==> config.mk <==
export PLATFORM = sky130hd
export DESIGN_NAME = asfifo_wr_packer
export DESIGN_NICKNAME = d
export VERILOG_FILES = /design/src/rtl/asfifo_wr_packer.sv
export SDC_FILE = /design/constraint.sdc
export NUM_CORES = 1
export LEC_CHECK = 0
export BUFFER_PORTS_ARGS = -buffer_cell sky130_fd_sc_hd__buf_4
export CORE_MARGIN = 2
export CORE_UTILIZATION = 43
export CTS_BUF_LIST = sky130_fd_sc_hd__clkbuf_8
export DETAILED_ROUTE_END_ITERATION = 6
export PLACE_DENSITY = 0.72
export SYNTH_ARGS = -nofsm -noshare
export SYNTH_HDL_FRONTEND = slang
export SYNTH_SLANG_ARGS = --single-unit
==> constraint.sdc <==
create_clock -name wr_clk -period 1.9 [get_ports wr_clk]
set_input_delay 0.095 -clock wr_clk [delete_from_list [all_inputs] [get_ports wr_clk]]
set_output_delay 0.095 -clock wr_clk [all_outputs]
set_load 0.02 [all_outputs]
==> src/rtl/asfifo_wr_packer.sv <==
// Write-side producer for the 16-bit async FIFO: splits each accepted 2*W-bit word
// into two FIFO beats (low half first) and tracks burst completion and stalls.
module asfifo_wr_packer #(
  parameter int W     = 16,
  parameter int CNT_W = 16
) (
  input  logic             wr_clk,
  input  logic             wr_rst_n,
  input  logic             in_valid,
  output logic             in_ready,
  input  logic [2*W-1:0]   in_data,
  input  logic             in_last,
  input  logic             abort,
  input  logic             fifo_full,
  output logic             fifo_wr_en,
  output logic [W-1:0]     fifo_wr_data,
  output logic             burst_done,
  output logic [CNT_W-1:0] word_cnt,
  output logic [CNT_W-1:0] stall_cnt
);

  typedef enum logic [1:0] {
    IDLE = 2'd0,
    LO   = 2'd1,
    HI   = 2'd2
  } state_t;

  state_t           state_r;
  state_t           state_nxt_s;
  logic [2*W-1:0]   hold_r;
  logic             last_r;
  logic             accept_s;
  logic             hi_push_s;
  logic             stall_s;
  logic             burst_done_r;
  logic [CNT_W-1:0] word_cnt_r;
  logic [CNT_W-1:0] stall_cnt_r;

  assign accept_s  = in_valid & in_ready;
  assign hi_push_s = (state_r == HI) & fifo_wr_en;
  assign stall_s   = ((state_r == LO) | (state_r == HI)) & fifo_full;

  assign burst_done = burst_done_r;
  assign word_cnt   = word_cnt_r;
  assign stall_cnt  = stall_cnt_r;

  // State register
  always_ff @(posedge wr_clk or negedge wr_rst_n) begin
    if (!wr_rst_n) begin
      state_r <= IDLE;
    end else begin
      state_r <= state_nxt_s;
    end
  end

  // Next-state logic; abort overrides everything
  always_comb begin
    state_nxt_s = state_r;
    if (abort) begin
      state_nxt_s = IDLE;
    end else begin
      case (state_r)
        IDLE: state_nxt_s = accept_s ? LO : IDLE;
        LO:   state_nxt_s = fifo_wr_en ? HI : LO;
        HI: begin
          if (fifo_wr_en) begin
            state_nxt_s = accept_s ? LO : IDLE;
          end else begin
            state_nxt_s = HI;
          end
        end
        default: state_nxt_s = IDLE;
      endcase
    end
  end

  // Handshake and FIFO write port, never enabled while full
  always_comb begin
    fifo_wr_en   = 1'b0;
    fifo_wr_data = {W{1'b0}};
    in_ready     = 1'b0;
    case (state_r)
      IDLE: begin
        in_ready = ~abort;
      end
      LO: begin
        fifo_wr_data = hold_r[W-1:0];
        fifo_wr_en   = ~fifo_full & ~abort;
      end
      HI: begin
        fifo_wr_data = hold_r[2*W-1:W];
        fifo_wr_en   = ~fifo_full & ~abort;
        in_ready     = ~fifo_full & ~abort;
      end
      default: begin
        fifo_wr_en = 1'b0;
      end
    endcase
  end

  // Hold register and last flag
  always_ff @(posedge wr_clk or negedge wr_rst_n) begin
    if (!wr_rst_n) begin
      hold_r <= {(2*W){1'b0}};
      last_r <= 1'b0;
    end else if (abort) begin
      hold_r <= {(2*W){1'b0}};
      last_r <= 1'b0;
    end else if (accept_s) begin
      hold_r <= in_data;
      last_r <= in_last;
    end
  end

  // Burst completion pulse and per-burst word count
  always_ff @(posedge wr_clk or negedge wr_rst_n) begin
    if (!wr_rst_n) begin
      burst_done_r <= 1'b0;
      word_cnt_r   <= {CNT_W{1'b0}};
    end else begin
      burst_done_r <= hi_push_s & last_r;
      if (abort) begin
        word_cnt_r <= {CNT_W{1'b0}};
      end else if (hi_push_s) begin
        word_cnt_r <= last_r ? {CNT_W{1'b0}} : word_cnt_r + CNT_W'(1);
      end
    end
  end

  // Saturating stall counter, cleared only by reset
  always_ff @(posedge wr_clk or negedge wr_rst_n) begin
    if (!wr_rst_n) begin
      stall_cnt_r <= {CNT_W{1'b0}};
    end else if (stall_s && (stall_cnt_r != {CNT_W{1'b1}})) begin
      stall_cnt_r <= stall_cnt_r + CNT_W'(1);
    end
  end

endmodule
==> After elaboration in Yosys (flattened, before gate mapping) <==
Index checks and enable logic that the tools add are counted.
{ "totals": {"ff_bits": 68, "latch_bits": 0, "ramBits": 0, "mem_bits_ro": 0, "input_bits": 38, "output_inout_bits": 51, "elab_cells": 39, "memories": 0} }
{ "classes": {"n_addsub": 2, "multipliers": 0, "div_mod_pow": 0, "order_cmp": 0, "n_eq_ne": 3, "shifts": 0, "muxes": 15, "n_bitwise": 8, "n_reduce_logical": 5} }
{ "ops": {"columns": ["operator", "count"], "rows": [
  ["32-bit two-way mux", 2],
  ["16-bit two-way mux", 3],
  ["16-bit by 1-bit adder with 16-bit output (second input constant)", 2],
  ["16-bit one-hot mux with 2 select lines", 1],
  ["16-bit inequality test (second input constant)", 1],
  ["2-bit two-way mux", 3],
  ["2-bit one-hot mux with 3 select lines", 1],
  ["1-bit AND", 5],
  ["1-bit two-way mux", 4],
  ["2-bit nonzero test", 2],
  ["2-bit by 1-bit equality test with 1-bit output (second input constant)", 1],
  ["2-bit equality test (second input constant)", 1],
  ["2-bit zero test", 1],
  ["1-bit inverter", 2],
  ["1-bit one-hot mux with 2 select lines", 1],
  ["2-bit OR reduction", 1],
  ["1-bit logical AND", 1],
  ["1-bit OR", 1]
]} }

==> Longest topological paths before layout <==
{ "logic_depth": {"word_depth": 8, "mapped_depth": 8, "mapped_depth_nobuf": 6} }

==> Least setup slack after synthesis <==
No wires, ideal clock.
{ "synth_timing": {"path_type": "reg-to-reg", "start": "register state_r[0]", "end": "register state_r[0]", "setup_ns": 0.138, "arrival_time_ns": 1.848, "required_ns": 1.762, "setup_slack_ns": -0.086, "stages_incl_launch_ff": 7, "path_buffers": 1, "period_less_slack_ns": 1.986, "path_cell_list": "dfrtp_1 inv_1 ha_1 clkbuf_1 nor3b_1 nand2b_1 a211oi_1"} }
{ "synth_via": {"elab_cells_between_ends": 12, "cone_classes": "eq/ne: 2; mux: 7; bitwise: 1; reduce/logical: 2"} }
{ "synth_lines": {"columns": ["item", "line_no", "rtl"], "rows": [
  ["start, declared", "28", "state_t state_r;"],
  ["start signal, assigned", "52", "state_r <= state_nxt_s;"],
  ["2-bit equality test or 2-bit by 1-bit equality test with 1-bit output (tied branches)", "82", "case (state_r)"],
  ["2-bit OR reduction (no source line) (*)", null, null],
  ["1-bit two-way mux (*)", null, null],
  ["named net fifo_wr_en", "15", "output logic fifo_wr_en,"],
  ["2-bit two-way mux (on tied branches)", "66, 64", null],
  ["2-bit one-hot mux with 3 select lines (*)", "62", "case (state_r)"],
  ["2-bit two-way mux (*)", "59", "if (abort) begin"],
  ["named net state_nxt_s[0]", "29", "state_t state_nxt_s;"]
]} }
Mark *: on every way through the listed nets, which the timed path passes. The rest lies on a longest branch.
A chain may end at the register's enable or synchronous reset.

==> Worst setup path in the final report <==
{ "layout_timing": {"start": "register state_r[0]", "end": "output fifo_wr_data[9]"} }
{ "layout_via": {"elab_chain_len": 2, "elab_cells_between_ends": 3, "cone_classes": "eq/ne: 2; mux: 1"} }
{ "layout_rtl": {"columns": ["item", "line_no", "rtl"], "rows": [
  ["2-bit equality test or 2-bit by 1-bit equality test with 1-bit output (tied branches)", "82", null],
  ["16-bit one-hot mux with 2 select lines (*)", "82", null],
  ["end, declared", "16", "output logic [W-1:0] fifo_wr_data,"]
]} }
Mark *: on every way between the ends. The rest lies on a longest branch, timed or not.

==> flow_summary.yaml <==
status:
  status: "completed"
timing:
  clock_skew_ns: 0.0138
  finalHoldViolCount: 0
  rsz0062_at_grt: "yes"
  slew_headroom_pct: 43.2
  whs_ns: 0.00648
  fmax_ghz: 0.539
  worst_pin_slew_ns: 0.852
  fin_crit_sh_pct: 97.7
  period_minus_slack_ns: 1.86
  worst_slack_ns: 0.0438
  setup_viol: 0
  drv_slew: 0
critical_path:
  required_ns: 1.80
  end_kind: "output pin"
  critPathArrivalTime_ns: 1.76
  worst_setup_path_start_kind: "flip-flop"
  setup.worst_path.class: "reg2out"
  crit_fanout: 18
synthesis:
  synth_nets: 422
  syn_area_um2: 3540
  synth.distinct_cells: 46
  synth_flop_cell: "dfrtp_1"
  synth-seq-cells: 68
  yosysSeqAreaShare_pct: 48.1
  synth.avg_cell_area_um2: 9.37
  async_flop_share_pct: 100
  netlist_instances: 378
  synth_edf_count: 0
  yosys_warnings: 0
route:
  wl_mm: 8.64
  via_count: 3185
  route.detailed.drc: 0
  drtIter0Drc: 117
  detail_route.vias_per_cell: 5.43
  drt_first_pass_iters: 4
  final_antenna_net_count: 0
  drt-wirelength-per-cell_um: 14.7
finish:
  nNetsFinal: 521
  drive_above_1_share_pct: 34.2
  num_antenna_cells: 0
  mostFrequentLayoutCell: "buf_4"
  final_cell_mix: "buf_4, dfrtp_1, o21ai_0"
  fillers: 728
  postLayoutCellArea_um2: 4800
  final_core_util_pct: 59.3
  syn2layout_area_growth_pct: 35.5
hold_path:
  hp-class: "in2reg"
grt:
  grt_pass1_vias: 3036
  overflow: 0
  antenna_found_initial: 0
  grt_pass1_wl_mm: 14.3
  track_usage_pct: 19.9
  grt_max_degree: 69
clock_network:
  cts_tree: "built"
  root_buffer: "clkbuf_8"
  clock_sinks: 68
  clkLatencyLatePin_ns: 0.34
  cts_buffers: 9
  cts_max_level: 3
  clk_pin_slew_worst_paths_ns: 0.07
  cts_max_path_buffers: 2
power_and_ir_drop:
  power_density_nw_per_um2: 750
  total_power_mw: 3.60
  vdd_ir_drop_max_uv: 388
  leakage_nw: 2.29
place:
  place.gp.congestion: 0.800
  pre_cts_ws_ns: -0.00815
  dp_hpwl_mm: 5.81
  place_area_um2: 4410
  io_buffers: 88
floorplan:
  fp.dieH_um: 94.7
  io_pins: 89
  rows: 33
  core_area_um2: 8090
  dieWidth_um: 94.7
  die-area_um2: 8980
  initial_utilization_pct: 43.8
job:
  drv_cap: 0
-- worst max-delay path: stages (launching register included) --
cell,delay [ns]
dfrtp_1,0.41
buf_4,0.14
ha_1,0.20
buf_4,0.22
a22oi_1,0.21
nor2b_1,0.08
buf_4,0.16
-- repair_timing --
item	CTS	global route
hold buffers	2	0
gates resized for setup	7	26
buffers inserted	0	2
pin swaps	1	1
setup endpoints to repair	7	32
hold endpoints to repair	69	0
-- path summary, 6_finish.rpt --
path | start | endpoint | slack [ns] | cells after the start
max | state_r[0]$_DFF_PN0_ | fifo_wr_data[9] | 0.04 | 6
max reg2reg | state_r[0]$_DFF_PN0_ | stall_cnt[7]$_DFFE_PN0P_ | 0.06 | 7
max in group asynchronous | wr_rst_n | word_cnt[11]$_DFFE_PN0P_ | 0.92 | 2
min in group asynchronous | wr_rst_n | hold_r[28]$_DFFE_PN0P_ | 0.42 | 2
min reg2reg | hold_r[5]$_DFFE_PN0P_ | hold_r[5]$_DFFE_PN0P_ | 0.51 | 2
min | in_data[17] | hold_r[17]$_DFFE_PN0P_ | 0.006 | 3
-- sequential cells by signal (all words and copies together), names as in the netlist --
| name | cells |
|---|---|
| hold_r | 32 |
| stall_cnt | 16 |
| word_cnt | 16 |
| state_r | 2 |
| burst_done | 1 |
| last_r | 1 |
-- where the power goes --
| part | leakage [nW] | internal (mW) | switching [mW] |
|---|---|---|---|
| clock network | 0.107 | 0.669 | 0.531 |
| logic | 1.26 | 0.335 | 0.382 |
| registers | 0.923 | 1.56 | 0.125 |
-- cells by family (layout without fill, tap and decap cells) --
| logic type | Yosys count | in the layout | share of synthesized area, % |
|---|---|---|---|
| and+or+nand+nor | 139 | 139 | 22.9 |
| muxes | 10 | 10 | 2.90 |
| adders and majority gates | 6 | 6 | 2.12 |
| AOI/OAI and AO/OA | 88 | 88 | 14.9 |
| xor gates and xnor gates | 11 | 11 | 2.72 |
| DFF | 68 | 68 | 48.1 |
| buffers and inverters | 56 | 160 | 6.40 |
-- through the flow --
| stage | cells | TNS [ns] |
|---|---|---|
| after floorplan | 378 | 0 |
| after global placement | 567 | 0 |
| after detailed placement | 567 | -0.00821 |
| after CTS | 585 | 0 |
| after global routing | 587 | -0.331 |
| final | 587 | 0 |
-- area by class of cell --
class | instances | area [um2] | share of cell area (%)
sequential | 68 | 1700 | 35.5
clock inverter | 5 | 51.3 | 1.07
clock buffer | 11 | 151 | 3.16
timing repair buffer | 114 | 885 | 18.4
tap | 105 | 131 | 2.74
multi-input combinational | 254 | 1760 | 36.8
inverter | 30 | 113 | 2.35
-- layer usage --
layer  routed length (um)  GRT usage [%]
met5                    0              0
met2                 4230           31.9
met4                   32           5.07
met3                  545           5.03
met1                 3830           27.2
-- synthesized netlist by cell type, types with 9 or more instances --
cell type   n  area [um2]
nand2_1    16        60.1
nand4_1     9        56.3
xor2_1     10        87.6
o21ai_0    39         195
inv_1      29         109
dfrtp_1    68        1700
nor2_1     17        63.8
a21oi_1    16        80.1
nand3_1    36         180
a22oi_1    16         120
nor2b_1    18         113
clkbuf_1   17        63.8
Power figures use the tool's default switching activity.
